$ cat src/rtl/mdu_sequencer.sv
// Iterative RV64M multiply/divide/remainder unit: radix-2 shift-add multiply and
// restoring divide on operand magnitudes, one bit per cycle, with valid/ready on both sides.
module mdu_sequencer #(
  parameter int XLEN = 64
) (
  input  logic            clk,
  input  logic            rst_n,
  input  logic            in_valid,
  output logic            in_ready,
  input  logic [3:0]      op_sel,
  input  logic [XLEN-1:0] src1,
  input  logic [XLEN-1:0] src2,
  input  logic            flush,
  output logic            out_valid,
  input  logic            out_ready,
  output logic [XLEN-1:0] result,
  output logic            busy
);
  localparam int CW = $clog2(XLEN + 1);
  localparam int HW = 32;

  typedef enum logic [1:0] {S_IDLE, S_CALC, S_DONE} state_t;

  state_t          state_q, state_d;
  logic [CW-1:0]   counter_q, counter_d;
  logic [XLEN-1:0] acc_q, acc_d;
  logic [XLEN-1:0] lo_q, lo_d;
  logic [XLEN-1:0] opnd_q, opnd_d;
  logic            is_mul_q, is_mul_d;
  logic            is_rem_q, is_rem_d;
  logic            mul_hi_q, mul_hi_d;
  logic            is_w_q, is_w_d;
  logic            neg_q, neg_d;
  logic [XLEN-1:0] result_q, result_d;
  logic            in_ready_q, in_ready_d;
  logic            out_valid_q, out_valid_d;
  logic            busy_q, busy_d;

  // Request decode
  logic            dec_legal, dec_w, dec_mul, dec_div, dec_rem, dec_mulhi, dec_s1, dec_s2;
  logic [XLEN-1:0] ext1, ext2, mag1, mag2, min_val, fast_res;
  logic            neg1, neg2, div_zero, div_ovf, fast;

  always_comb begin
    dec_legal = (op_sel <= 4'd12);
    dec_w     = op_sel inside {4'd4, 4'd7, 4'd8, 4'd11, 4'd12};
    dec_mul   = (op_sel <= 4'd4);
    dec_div   = (op_sel >= 4'd5) && (op_sel <= 4'd8);
    dec_rem   = (op_sel >= 4'd9) && (op_sel <= 4'd12);
    dec_mulhi = op_sel inside {4'd1, 4'd2, 4'd3};
    dec_s1    = op_sel inside {4'd0, 4'd1, 4'd3, 4'd4, 4'd5, 4'd7, 4'd9, 4'd11};
    dec_s2    = op_sel inside {4'd0, 4'd1, 4'd4, 4'd5, 4'd7, 4'd9, 4'd11};

    ext1 = src1;
    ext2 = src2;
    if (dec_w) begin
      ext1 = {{(XLEN-HW){dec_s1 & src1[HW-1]}}, src1[HW-1:0]};
      ext2 = {{(XLEN-HW){dec_s2 & src2[HW-1]}}, src2[HW-1:0]};
    end
    neg1 = dec_s1 & ext1[XLEN-1];
    neg2 = dec_s2 & ext2[XLEN-1];
    mag1 = neg1 ? -ext1 : ext1;
    mag2 = neg2 ? -ext2 : ext2;

    // W-op extension already folds the 32-bit checks into the XLEN-wide compares
    min_val  = dec_w ? {{(XLEN-HW+1){1'b1}}, {(HW-1){1'b0}}} : {1'b1, {(XLEN-1){1'b0}}};
    div_zero = (dec_div | dec_rem) & (ext2 == '0);
    div_ovf  = (dec_div | dec_rem) & dec_s1 & (ext1 == min_val) & (ext2 == '1);
    fast     = ~dec_legal | div_zero | div_ovf;

    fast_res = '0;
    if (dec_legal && div_zero) begin
      if (dec_div) fast_res = '1;
      else         fast_res = dec_w ? {{(XLEN-HW){src1[HW-1]}}, src1[HW-1:0]} : src1;
    end else if (dec_legal && div_ovf) begin
      fast_res = dec_div ? ext1 : '0;
    end
  end

  // One iteration of the datapath
  logic [XLEN:0]     mul_sum, div_shift, div_sub;
  logic              div_ge;
  logic [XLEN-1:0]   step_acc, step_lo;
  logic [2*XLEN-1:0] mul_prod, mul_prod_s;
  logic [HW-1:0]     mulw32, w32;
  logic [XLEN-1:0]   div_val, div_val_s, final_res;

  always_comb begin
    mul_sum   = {1'b0, acc_q} + (lo_q[0] ? {1'b0, opnd_q} : '0);
    div_shift = {acc_q, lo_q[XLEN-1]};
    // the partial remainder stays below 2*divisor, so XLEN+1 bits hold the sign
    div_sub   = div_shift - {1'b0, opnd_q};
    div_ge    = ~div_sub[XLEN];

    if (is_mul_q) begin
      step_acc = mul_sum[XLEN:1];
      step_lo  = {mul_sum[0], lo_q[XLEN-1:1]};
    end else begin
      step_acc = div_ge ? div_sub[XLEN-1:0] : div_shift[XLEN-1:0];
      step_lo  = {lo_q[XLEN-2:0], div_ge};
    end

    mul_prod   = {step_acc, step_lo};
    mul_prod_s = neg_q ? -mul_prod : mul_prod;
    mulw32     = neg_q ? -step_lo[XLEN-1 -: HW] : step_lo[XLEN-1 -: HW];
    div_val    = is_rem_q ? step_acc : step_lo;
    div_val_s  = neg_q ? -div_val : div_val;
    w32        = is_mul_q ? mulw32 : div_val_s[HW-1:0];

    if (is_w_q)        final_res = {{(XLEN-HW){w32[HW-1]}}, w32};
    else if (is_mul_q) final_res = mul_hi_q ? mul_prod_s[2*XLEN-1:XLEN] : mul_prod_s[XLEN-1:0];
    else               final_res = div_val_s;
  end

  always_comb begin
    state_d   = state_q;
    counter_d = counter_q;
    acc_d     = acc_q;
    lo_d      = lo_q;
    opnd_d    = opnd_q;
    is_mul_d  = is_mul_q;
    is_rem_d  = is_rem_q;
    mul_hi_d  = mul_hi_q;
    is_w_d    = is_w_q;
    neg_d     = neg_q;
    result_d  = result_q;

    unique case (state_q)
      S_IDLE: begin
        if (in_valid) begin
          is_mul_d = dec_mul;
          is_rem_d = dec_rem;
          mul_hi_d = dec_mulhi;
          is_w_d   = dec_w;
          neg_d    = dec_rem ? neg1 : (neg1 ^ neg2);
          if (fast) begin
            result_d = fast_res;
            state_d  = S_DONE;
          end else begin
            state_d   = S_CALC;
            counter_d = dec_w ? CW'(HW) : CW'(XLEN);
            acc_d     = '0;
            if (dec_mul) begin
              lo_d   = mag2;
              opnd_d = mag1;
            end else begin
              // W divides pre-align the dividend so 32 shifts consume all of it
              lo_d   = dec_w ? {mag1[HW-1:0], {(XLEN-HW){1'b0}}} : mag1;
              opnd_d = mag2;
            end
          end
        end
      end
      S_CALC: begin
        acc_d     = step_acc;
        lo_d      = step_lo;
        counter_d = counter_q - CW'(1);
        if (counter_q == CW'(1)) begin
          state_d  = S_DONE;
          result_d = final_res;
        end
      end
      S_DONE: begin
        if (out_ready) state_d = S_IDLE;
      end
      default: state_d = S_IDLE;
    endcase

    if (flush) begin
      state_d   = S_IDLE;
      counter_d = '0;
    end

    in_ready_d  = (state_d == S_IDLE);
    out_valid_d = (state_d == S_DONE);
    busy_d      = (state_d != S_IDLE);
  end

  always_ff @(posedge clk) begin
    if (!rst_n) begin
      state_q     <= S_IDLE;
      counter_q   <= '0;
      acc_q       <= '0;
      lo_q        <= '0;
      opnd_q      <= '0;
      is_mul_q    <= 1'b0;
      is_rem_q    <= 1'b0;
      mul_hi_q    <= 1'b0;
      is_w_q      <= 1'b0;
      neg_q       <= 1'b0;
      result_q    <= '0;
      in_ready_q  <= 1'b1;
      out_valid_q <= 1'b0;
      busy_q      <= 1'b0;
    end else begin
      state_q     <= state_d;
      counter_q   <= counter_d;
      acc_q       <= acc_d;
      lo_q        <= lo_d;
      opnd_q      <= opnd_d;
      is_mul_q    <= is_mul_d;
      is_rem_q    <= is_rem_d;
      mul_hi_q    <= mul_hi_d;
      is_w_q      <= is_w_d;
      neg_q       <= neg_d;
      result_q    <= result_d;
      in_ready_q  <= in_ready_d;
      out_valid_q <= out_valid_d;
      busy_q      <= busy_d;
    end
  end

  assign in_ready  = in_ready_q;
  assign out_valid = out_valid_q;
  assign busy      = busy_q;
  assign result    = result_q;
endmodule

$ cat config.mk
export PLATFORM = sky130hd
export DESIGN_NAME = mdu_sequencer
export DESIGN_NICKNAME = d
export VERILOG_FILES = /design/src/rtl/mdu_sequencer.sv
export SDC_FILE = /design/constraint.sdc
export NUM_CORES = 2
export LEC_CHECK = 0
export CAP_MARGIN = 30
export CORE_UTILIZATION = 48
export CTS_CLUSTER_SIZE = 8
export DETAILED_ROUTE_END_ITERATION = 10
export PLACE_DENSITY = 0.62
export SETUP_SLACK_MARGIN = 0.15
export SLEW_MARGIN = 20
export SYNTH_ARGS = -nofsm -noshare
export SYNTH_HDL_FRONTEND = slang
export SYNTH_SLANG_ARGS = --single-unit
$ cat constraint.sdc
create_clock -name clk -period 13.3 [get_ports clk]
set_input_delay 3.99 -clock clk [delete_from_list [all_inputs] [get_ports clk]]
set_output_delay 3.99 -clock clk [all_outputs]
set_load 0.005 [all_outputs]
==> results.md <==
- Run status: complete, no violations
- Number of I/O pins: about 200
- Switching share of power: 49.44%
- Standard-cell row count: slightly above 100
- Most frequent standard cell in the layout excluding fill and tap cells: nand2_1
- Highest fanout seen on the critical path: 64
- Top cell type's share of synthesized area: about 14%
- Setup violation total in the final timing report: 0
- Number of distinct library cells after synthesis: ~110
- Portion of the post-synthesis area used by sequential elements: 14.16%
- Resized Gates After CTS: 0
- Avg Inst Size Synth: 6.549 sq um
- Share of layout cells above drive strength 1: around 6.4%
- Number of nets with antenna violations after routing: 0
- Floorplan die height: 285.5 um
- Beginning of the worst register-to-register path: is_mul_q
- Leading cell types by total area after synthesis: dfxtp_1, a21oi_1, nand2_1
- Root buffer cell: clkbuf_16
- Number of levels in the clock H-tree: 2
- Core area: 79260 sq um
- CTS Hold Bufs: 0
- Post-synthesis instance area: 38590 sq um
- Placed wire-length estimate after detailed placement: 179.5 mm
- Kind of path behind the tightest hold check: flop to flop
- Cell Pwr Density: 95.51 nW/um^2
- Peak VDD IR: 86.10 uV
- RSZ-0062 raised after global routing: no
- Capturing element type of the critical path: flop
- Total GRT Usage: 53.55%
- Buffers from clock root to sink, at most: 3
- NetSw: just over 2000 uW
- Kind of start point of the critical path: flop
- Clock period minus final worst setup slack: 9038 ps
- Comb pwr share: between 50% and 60%
- Port buffer count: 203
- Worst hold path startpoint: result[1]
- Number of global-route vias before repair: between 40000 and 50000
- Final Wtd Congestion: 1.130
- Path depth of the worst reg2reg path: 16
- Fillers: between 8000 and 9000
- Setup clock skew after layout: 49.18 ps
- CTS clock-pin slew for the worst setup and hold paths: 60 ps
- DR DRC count: 0
- Ratio of final minimum period to clock period: a little under 70%
- Clock latency at the later pin of the worst-skew pair: 620 ps
- Crit Path Class: flop to flop
- Share of total power in the clock network: 25.1%
- Net count reported at finish: 6124
- Instance count along the most critical hold path: 2
- Gate count of the mapped netlist: 5892
- Worst setup slack before clock tree synthesis: about 3900 ps
- Highest-count cells in the layout ignoring fill and taps: nand2_1, a21oi_1, nor2_1
- Synth Warn #: 0
- Via total after detailed routing: 50810
- Die outline area: 81530 sq um
- Post-Route WL: 228.3 mm
- Placed Area: 41430 sq um
- Global-route wire length before repair: ~320 mm
- Worst setup startpoint: is_mul_q
- Cell-internal power: about 2100 uW
- Starting DRT DRC Count: 8909
- Slew margin rel.: 24.48%
- Clock tree from TritonCTS: yes
- Vias per Instance: 7.348
- Worst Max-Slew Pin Slew: 1125 ps
- Initial antenna violation count: 12
- Finished Cell Area: 42830 sq um
- Per-cell routed wire length: 33.02 um
- Async S/R FF share, synth: 0%
- Largest net degree at the start of global routing: 110
- Data required time of the worst path: 13710 ps
- Number of enable-type register cells in the synthesized netlist: 0
- # Post-CTS Setup Buffers: 0
- Clock sink count: 273
- Worst setup slack after layout: 4262 ps
- Pre-antenna DRT Iters: 8
- Reported max-cap violation count: 0
- LEAKAGE: 0.01606 uW
- Post-synthesis net count: 6167
- Final TNS setup: 0 ps
- Total count of max-transition violations in the final report: 0
- Starting density of the core: ~49%
- Final hold violation count: 0
- Primary FF master, synth: dfxtp_1
- Flops & latches, synth: between 200 and 300
- Total clock buffers created by CTS: 42
- Die X-Extent: 285.5 um
- Overall overflow remaining after global route: 0
- Area growth from synthesis to layout: 10.98%
- Sequential share of power: 23.1%
- Most area-hungry cell type in the Yosys netlist: dfxtp_1
- Arr. time, crit path: 9450 ps
- Top achievable clock speed: 110.6 MHz
metal layers:
metal / up-vias / part of all wire (%) / global-route usage, %
li1: 21870 / - / -
met1: 23780 / 36 / 64.58
met2: 4105 / 39 / 75.60
met3: 1028 / 15 / 20.51
met4: 22 / 10 / 42.38
met5: - / 0.16 / 0.6395
sequential cells by signal, summed over array words and instances (netlist names), 2 cells and up:
signal	count
acc_q	64
counter_q	7
lo_q	64
opnd_q	64
result	64
state_q	2
layout make-up:
type | instances | area [sq um] | share of cell area, %
Multi-Input combinational cell | 5034 | 30980 | 72.35
Inverter | 130 | 495.5 | 1.157
Timing Repair Buffer | 368 | 3346 | 7.812
Clock inverter | 7 | 86.33 | 0.2016
Clock buffer | 49 | 1107 | 2.586
Antenna cell | 4 | 10.01 | 0.02337
Tap cell | 1050 | 1314 | 3.068
Sequential cell | 273 | 5483 | 12.80
power by group through the flow:
stage / clock (uW) / combinational [uW] / sequential, uW
4_1_cts: 1020 / 1960 / 936
3_5_place_dp: 0 / 1950 / 953
2_1_floorplan: 0 / 1180 / 909
6_report: 1030 / 2120 / 946
3_3_place_gp: 0 / 1940 / 951
5_1_grt: 1050 / 2160 / 945
synthesized netlist by cell type (36+ instances only):
library cell / number
or3_1: 75
nor2_1: 603
clkbuf_1: 343
buf_1: 40
or2_2: 36
nand4_1: 126
a21oi_1: 663
o21ai_0: 420
xor2_1: 139
nor4_1: 53
buf_2: 64
nand2b_1: 45
xnor2_1: 156
o22ai_1: 38
mux2i_1: 117
inv_1: 129
and2_1: 126
a31oi_1: 115
a21o_1: 80
nand2_1: 681
a211oi_1: 105
dfxtp_1: 273
nand3_1: 210
nor3_1: 169
mux2_2: 41
o31ai_1: 82
o211ai_1: 103
and3_1: 53
ha_1: 136
o21a_1: 45
stage by stage:
step	utilization [%]	instances	hold slack, ps	power [uW]
final	54.03	6915	460.1	4090
after global routing	54.02	6911	486.6	4152
after CTS	53.78	6894	456.1	3912
after detailed placement	52.27	6838	444.5	2899
after global placement	52.16	6829	440.0	2894
after floorplan	-	5892	440.3	2093
final timing paths:
path / slack, ps / end
hold reg to reg: 460 / result[1]
hold / removal: 460 / result[1]
setup / recovery: 4260 / result[35]
setup reg to reg: 4260 / result[35]
kinds of logic (layout without fill, tap and decap cells):
family	Yosys count	in the layout	share of synthesized area (%)
DFF	273	273	14.16
other	0	4	0
adders and majority gates	138	138	4.513
AOI/OAI and AO/OA	2103	2103	35.19
muxes	158	158	4.231
xor gates and xnor gates	295	295	6.695
buffers and inverters	585	554	5.969
and+or+nand+nor	2340	2340	29.24
worst max-delay path, cell delays in order, from the launching register on:
cell,delay [ps]
dfxtp_4,510
buf_4,460
buf_4,590
buf_4,720
mux2i_1,860
nand2_1,440
or4_1,610
or2_2,350
nor4_1,270
o211ai_1,490
nor2_1,900
nand4_1,730
o21ai_0,440
xnor2_1,160
a21oi_1,90
a221oi_1,990
o21ai_0,160
No activity file was read; power rests on OpenSTA's default activity.
